==> src/rtl/exec_datapath.sv <==
// Execution datapath: responder side of the controller enable/done handshake.
// Runs single-cycle ALU ops and an 8-step shift-add multiply from latched operands.
module exec_datapath #(
    parameter int WIDTH = 16,
    parameter int OPW   = 4,
    parameter int DW    = 8
) (
    input  logic             clk,
    input  logic             reset,
    input  logic             enable,
    input  logic [OPW-1:0]   opcode,
    input  logic [DW-1:0]    a,
    input  logic [DW-1:0]    b,
    output logic             done,
    output logic             busy,
    output logic [WIDTH-1:0] result,
    output logic             zero,
    output logic             error
);

    localparam int CW = (DW > 1) ? $clog2(DW) : 1;
    localparam logic [CW-1:0]  CNT_LAST = CW'(DW - 1);
    localparam logic [OPW-1:0] OP_ADD   = OPW'(4'b0000);
    localparam logic [OPW-1:0] OP_SUB   = OPW'(4'b0001);
    localparam logic [OPW-1:0] OP_MUL   = OPW'(4'b0010);
    localparam logic [OPW-1:0] OP_AND   = OPW'(4'b0011);
    localparam logic [OPW-1:0] OP_CLR   = OPW'(4'b1011);

    typedef enum logic [2:0] {
        ST_IDLE     = 3'd0,
        ST_EXEC     = 3'd1,
        ST_MUL      = 3'd2,
        ST_DONE     = 3'd3,
        ST_WAIT_LOW = 3'd4
    } state_t;

    state_t              state_r;
    logic [OPW-1:0]      op_r;
    logic [DW-1:0]       a_r;
    logic [DW-1:0]       b_r;
    logic [CW-1:0]       cnt_r;
    logic [2*DW-1:0]     acc_r;
    logic [2*DW-1:0]     mcand_r;
    logic [DW-1:0]       mplier_r;
    logic                done_r;
    logic                busy_r;
    logic [WIDTH-1:0]    result_r;
    logic                zero_r;
    logic                error_r;

    logic [2*DW-1:0]     add_term_s;
    logic [2*DW-1:0]     acc_next_s;
    logic [WIDTH-1:0]    exec_result_s;
    logic                exec_valid_s;

    // Next multiply accumulator and single-cycle ALU result from latched operands.
    always_comb begin
        add_term_s    = {(2*DW){1'b0}};
        exec_valid_s  = 1'b1;
        exec_result_s = result_r;
        if (mplier_r[0]) begin
            add_term_s = mcand_r;
        end else begin
            add_term_s = {(2*DW){1'b0}};
        end
        acc_next_s = acc_r + add_term_s;
        case (op_r)
            OP_ADD:  exec_result_s = WIDTH'(a_r) + WIDTH'(b_r);
            OP_SUB:  exec_result_s = WIDTH'(a_r) - WIDTH'(b_r);
            OP_AND:  exec_result_s = WIDTH'(a_r & b_r);
            OP_CLR:  exec_result_s = {WIDTH{1'b0}};
            default: begin
                // Unsupported opcode leaves the previous result in place.
                exec_valid_s  = 1'b0;
                exec_result_s = result_r;
            end
        endcase
    end

    // Handshake FSM, operand latch, shift-add multiplier and registered outputs.
    always_ff @(posedge clk) begin
        if (reset) begin
            state_r  <= ST_IDLE;
            op_r     <= {OPW{1'b0}};
            a_r      <= {DW{1'b0}};
            b_r      <= {DW{1'b0}};
            cnt_r    <= {CW{1'b0}};
            acc_r    <= {(2*DW){1'b0}};
            mcand_r  <= {(2*DW){1'b0}};
            mplier_r <= {DW{1'b0}};
            done_r   <= 1'b0;
            busy_r   <= 1'b0;
            result_r <= {WIDTH{1'b0}};
            zero_r   <= 1'b1;
            error_r  <= 1'b0;
        end else begin
            case (state_r)
                ST_IDLE: begin
                    done_r <= 1'b0;
                    if (enable) begin
                        op_r     <= opcode;
                        a_r      <= a;
                        b_r      <= b;
                        cnt_r    <= {CW{1'b0}};
                        acc_r    <= {(2*DW){1'b0}};
                        mcand_r  <= {{DW{1'b0}}, a};
                        mplier_r <= b;
                        busy_r   <= 1'b1;
                        state_r  <= (opcode == OP_MUL) ? ST_MUL : ST_EXEC;
                    end else begin
                        busy_r <= 1'b0;
                    end
                end
                ST_EXEC: begin
                    result_r <= exec_result_s;
                    zero_r   <= (exec_result_s == {WIDTH{1'b0}});
                    error_r  <= ~exec_valid_s;
                    done_r   <= 1'b1;
                    state_r  <= ST_DONE;
                end
                ST_MUL: begin
                    acc_r    <= acc_next_s;
                    mcand_r  <= {mcand_r[2*DW-2:0], 1'b0};
                    mplier_r <= {1'b0, mplier_r[DW-1:1]};
                    cnt_r    <= cnt_r + CW'(1);
                    if (cnt_r == CNT_LAST) begin
                        result_r <= WIDTH'(acc_next_s);
                        zero_r   <= (acc_next_s == {(2*DW){1'b0}});
                        error_r  <= 1'b0;
                        done_r   <= 1'b1;
                        state_r  <= ST_DONE;
                    end
                end
                ST_DONE: begin
                    done_r  <= 1'b0;
                    busy_r  <= 1'b0;
                    state_r <= ST_WAIT_LOW;
                end
                ST_WAIT_LOW: begin
                    // Hold here until the controller releases enable, so a held
                    // request cannot retrigger the same instruction.
                    if (!enable) begin
                        state_r <= ST_IDLE;
                    end
                end
                default: begin
                    done_r  <= 1'b0;
                    busy_r  <= 1'b0;
                    state_r <= ST_IDLE;
                end
            endcase
        end
    end

    assign done   = done_r;
    assign busy   = busy_r;
    assign result = result_r;
    assign zero   = zero_r;
    assign error  = error_r;

endmodule
==> config.mk <==
export PLATFORM = sky130hd
export DESIGN_NAME = exec_datapath
export DESIGN_NICKNAME = d
export VERILOG_FILES = /design/src/rtl/exec_datapath.sv
export SDC_FILE = /design/constraint.sdc
export NUM_CORES = 1
export LEC_CHECK = 0
export CORE_UTILIZATION = 45
export DETAILED_ROUTE_END_ITERATION = 7
export MAX_ROUTING_LAYER = met4
export PLACE_DENSITY = 0.75
export SLEW_MARGIN = 20
export SYNTH_ARGS = -nofsm -noshare
export SYNTH_HDL_FRONTEND = slang
export SYNTH_SLANG_ARGS = --single-unit
==> constraint.sdc <==
create_clock -name clk -period 3.4 [get_ports clk]
set_clock_uncertainty 0.15 [all_clocks]
set_input_delay 1.02 -clock clk [delete_from_list [all_inputs] [get_ports clk]]
set_output_delay 1.02 -clock clk [all_outputs]
set_load 0.1 [all_outputs]
# After elaboration in Yosys (flattened, before gate mapping)
# Cells that the tools add are included.
# W data, S select, Z words.
[word_totals]
wordCells = 71
input_bits = 23
output_inout_bits = 20
regBits = 86
[classes]
n_eq_ne = 12
reduce_logical = 13
n_addsub = 4
muxes = 26
n_bitwise = 3
[op_table]
columns = ["operator", "n"]
rows = [
  ["$pmux W16 S2", 3],
  ["$mux W16", 4],
  ["$pmux W16 S4", 1],
  ["$logic_not A16 Y1", 2],
  ["$add A16 B16 Y16", 1],
  ["$pmux W8 S2", 1],
  ["$pmux W3 S5", 1],
  ["$mux W3", 4],
  ["$add A8 B8 Y9", 1],
  ["$sub A8 B8 Y9", 1],
  ["$and A8 B8 Y8", 1],
  ["$eq A4 B2 Y1 const B", 2],
  ["$mux W8", 1],
  ["$reduce_and A2 Y1", 4],
  ["$eq A3 B2 Y1 const B", 2],
  ["$eq A3 B3 Y1 const B", 2],
  ["$ne A2 B2 Y1 const B", 3],
  ["$pmux W1 S2", 3],
  ["$pmux W3 S2", 1],
  ["$mux W1", 5],
  ["$eq A4 B1 Y1 const B", 1],
  ["$eq A4 B4 Y1 const B", 1],
  ["$logic_not A4 Y1", 1],
  ["$reduce_bool A2 Y1", 2],
  ["9 further kinds", 10],
]

# Depth between registers and ports, before layout
[depth]
depth_word = 5
depth_mapped = 12
mapped_depth_nobuf = 11

# Worst setup path after synthesis
# No wires, ideal clock.
[synth_timing]
path_type = "register -> register"
startpoint = "register mplier_r[0]"
endpoint = "register result_r[12] (netlist: result[12])"
arrival_time_ps = 2512
path_buffers = 0
path_stages_with_launch = 12
slack_ps = 666
period_less_slack_ps = 2734
required_time_ps = 3179
setup_ps = 71
path_cell_list = "dfxtp_1 > and2_1 > ha_1 > fa_1 > a211oi_2 > o211ai_1 > a41o_1 > a21o_1 > a21oi_1 > xor2_1 > or2_2 > a21oi_1"
[synth_between]
elab_chain_len = 4
[synth_lines]
columns = ["element", "line", "source"]
rows = [
  ["start, declared", "44", "logic [DW-1:0] mplier_r;"],
  ["start signal, assigned", "90", "mplier_r <= {DW{1'b0}};"],
  ["start signal, assigned", "124", "mplier_r <= {1'b0, mplier_r[DW-1:1]};"],
  ["$mux W16", "61", "if (mplier_r[0]) begin"],
  ["$add A16 B16 Y16", "66", "acc_next_s = acc_r + add_term_s;"],
  ["$mux W16", "126", "if (cnt_r == CNT_LAST) begin"],
  ["$pmux W16 S2", "97", "case (state_r)"],
  ["end signal, assigned", "93", "result_r <= {WIDTH{1'b0}};"],
  ["end signal, assigned", "115", "result_r <= exec_result_s;"],
  ["end signal, assigned", "127", "result_r <= WIDTH'(acc_next_s);"],
  ["end, declared", "47", "logic [WIDTH-1:0] result_r;"],
]
# No other way between the ends. The select of a mux whose other input is x is not followed.
# A chain may end at the register's enable or synchronous reset.

# Worst setup path in the final report
# Same ends and word-level chain as after synthesis.

==> impl_metrics.yaml <==
global_routing:
  grt_pass1_wl_microns: 20500
  grt_pass1_vias: 4238
  use_met3_pct: 3.63
  met2_usage_pct: 37.6
  grt.overflow.total: 0
  grtUsageMet1_pct: 29.3
  gr-usage-all-layers_pct: 23.2
  antenna_found_initial: 0
  grt_start_max_net_pins: 41
  grt_busiest_layer: "met2"
floorplanning:
  core_sq_um: 10800
  die_area_sq_um: 11500
  fp-row-count: 38
  start_util_pct: 46.1
  die_width_microns: 107
  die_h_microns: 107
  io_pins: 43
pwr:
  irDropWorstVdd_mv: 0.327
  power_leakage_nw: 2.28
  cellPowerDensity_nw_per_um2: 478
cells_and_area:
  finish.net_count: 719
  diodes: 0
  area_delta_synth_final_pct: 14.0
  mostFrequentLayoutCell: "nand2_1"
  final_cell_mix: "105 x nand2_1, 86 x dfxtp_1, 67 x a21oi_1"
  final_layout_size_suffix_gt1_share_pct: 9.19
sta:
  fin_crit_ps: 3140
  relSlewSlack_pct: 41.0
  layout_setup_ws_ps: 258
  hold_viol_final: 0
  slew_viol_final: 0
  setup-tns-final_ps: 0
  period_share_pct: 92.4
  max_freq_mhz: 318
  setup_violations: 0
  rsz0062_at_grt: "no"
  tightest_slew_ps: 879
synthesis:
  synthesis.area_sq_um: 4990
  synthCells: 632
  avgSynthCellArea_sq_um: 7.90
  synth_fp_nets: 692
  ys_ff_latch: 86
  ys_seq_area_share_pct: 34.5
  synthFlopType: "dfxtp_1"
  async_reset_ff_share_pct: 0
  yosysUniqueCellTypes: 66
  synth_edf_count: 0
  ys_warn_count: 0
worst_setup_path:
  worstPathCellList: "and2_1, ha_1, fa_1, a211oi_2, o211ai_1, a41o_1, a21o_1, a21oi_1, xor2_1, or2_2, a21oi_1"
  cp.required_ps: 3560
  cp-start-kind: "register"
  critPathMaxFanout: 17
  cp_slowest_cell: "dfxtp_1"
  crit_type: "register to register"
  cp_common_cell: "a21oi_1"
  arrival_ps: 3300
  slowest_delay_ps: 450
  cp-end-kind: "register"
clock_tree:
  hold_buffers: 0
  clockBufferDepth: 2
  cts_tree: "done"
  post_cts_resized: 0
  htree_levels: 3
  postCtsSetupRepairBufs: 0
  cts_root_buffer: "clkbuf_8"
  cts-buffers-inserted: 9
  numClockSinks: 86
  worst_skew_pair.late_latency_ps: 370
  cts.clk_slew.worst_paths_ps: 90
detailed_routing:
  drtAntennaViolNets: 0
  first_pass_iters: 8
  vias_per_cell: 5.82
  drt-wirelength-per-cell_microns: 15.7
  post-route-drc-count: 1
  vias: 4683
  wirelength_microns: 12600
  drt_iter0_markers: 326
run:
  maxCapViolations: 0
placed_design:
  io_buffers: 42
  gp_congestion: 0.871
  dp_hpwl_microns: 9340
  pre_cts_ws_ps: 310
outcome:
  status: "finished, violations left"
  violations: "DRC"
hold_path:
  hold_path.class: "register to register"
## metrics by stage
step	cell area, sq um	util, %	power [W]	std cells	hold slack (ps)
2_1_floorplan	4990	-	0.00169	632	291
3_3_place_gp	5460	50.4	0.00187	788	306
3_5_place_dp	5460	50.4	0.00189	788	310
4_1_cts	5690	52.5	0.00272	804	327
5_1_grt	5690	52.5	0.00284	804	349
6_report	5690	52.5	0.00272	804	324
## cell type report
type | count | area, sq um
Fill cell | 1010 | 5150
Multi-Input combinational cell | 491 | 3060
Sequential cell | 86 | 1720
Timing Repair Buffer | 50 | 425
Tap cell | 140 | 175
Clock buffer | 12 | 155
Inverter | 21 | 78.8
Clock inverter | 4 | 77.6
## cells by family after synthesis
kind of cell / after synthesis / synth area share (%)
flops: 86 / 34.5
buf+inv: 55 / 4.48
simple gates: 249 / 23.2
xor+xnor: 15 / 2.63
mux: 2 / 0.426
fa+ha+maj: 37 / 9.72
compound gates: 188 / 25.1
## metal layers
layer  up-vias  wire length, microns
met5         -                     0
met4         0                   266
met3        24                   753
met2       152                  5890
met1      2200                  5740
li1       2307                     -
## report_power, final
part | internal [W] | switching [W]
sequential | 0.00107 | 0.0000743
combinational | 0.000230 | 0.000493
clock | 0.000459 | 0.000392
total | 0.00176 | 0.000958
## cells in the mapped netlist (3+ instances only)
library cell	instances	area, sq um
a21oi_2	3	26.3
inv_1	21	78.8
o21a_1	6	45.0
a31oi_1	18	113
o21ai_1	3	15.0
a211oi_1	6	45.0
or2_2	4	25.0
nand4_1	7	43.8
nor4_1	6	37.5
o31ai_1	3	22.5
ha_1	34	425
and2_1	20	125
a21o_1	9	67.6
o31a_1	3	26.3
xnor2_1	8	70.1
nor3b_1	5	37.5
buf_2	8	40.0
xor2_1	7	61.3
dfxtp_1	86	1720
fa_1	3	60.1
clkbuf_1	20	75.1
buf_1	5	18.8
nand2b_1	6	37.5
a22oi_1	18	135
a21oi_1	67	335
o21ai_0	17	85.1
nor2b_1	10	62.6
nand3_1	6	30.0
nor3_1	15	75.1
nand2_1	105	394
o211ai_1	6	45.0
nor2_1	52	195
## sequential cells by signal, indices dropped and copies added, names as in the netlist, 3 cells and up
name and flops:
op_r 4, mplier_r 8, b_r 8, acc_r 16, mcand_r 16, cnt_r 3, result 16, a_r 8
state_r 3
## worst max-delay path, delay by kind of cell (launching register included)
family | cells | cell delay [ps]
adders and majority gates | 2 | 660
and+or+nand+nor | 2 | 520
xor gates and xnor gates | 1 | 110
DFF | 1 | 450
AOI/OAI and AO/OA | 6 | 1190
## worst paths after layout
path,from,endpoint,slack [ps],cells after the start
min reg2reg,acc_r[14],acc_r[14],320,2
min,acc_r[14],acc_r[14],320,2
max reg2reg,mplier_r[0],result[12],260,11
max,mplier_r[0],result[12],260,11
(Power assumes the default switching activity.)
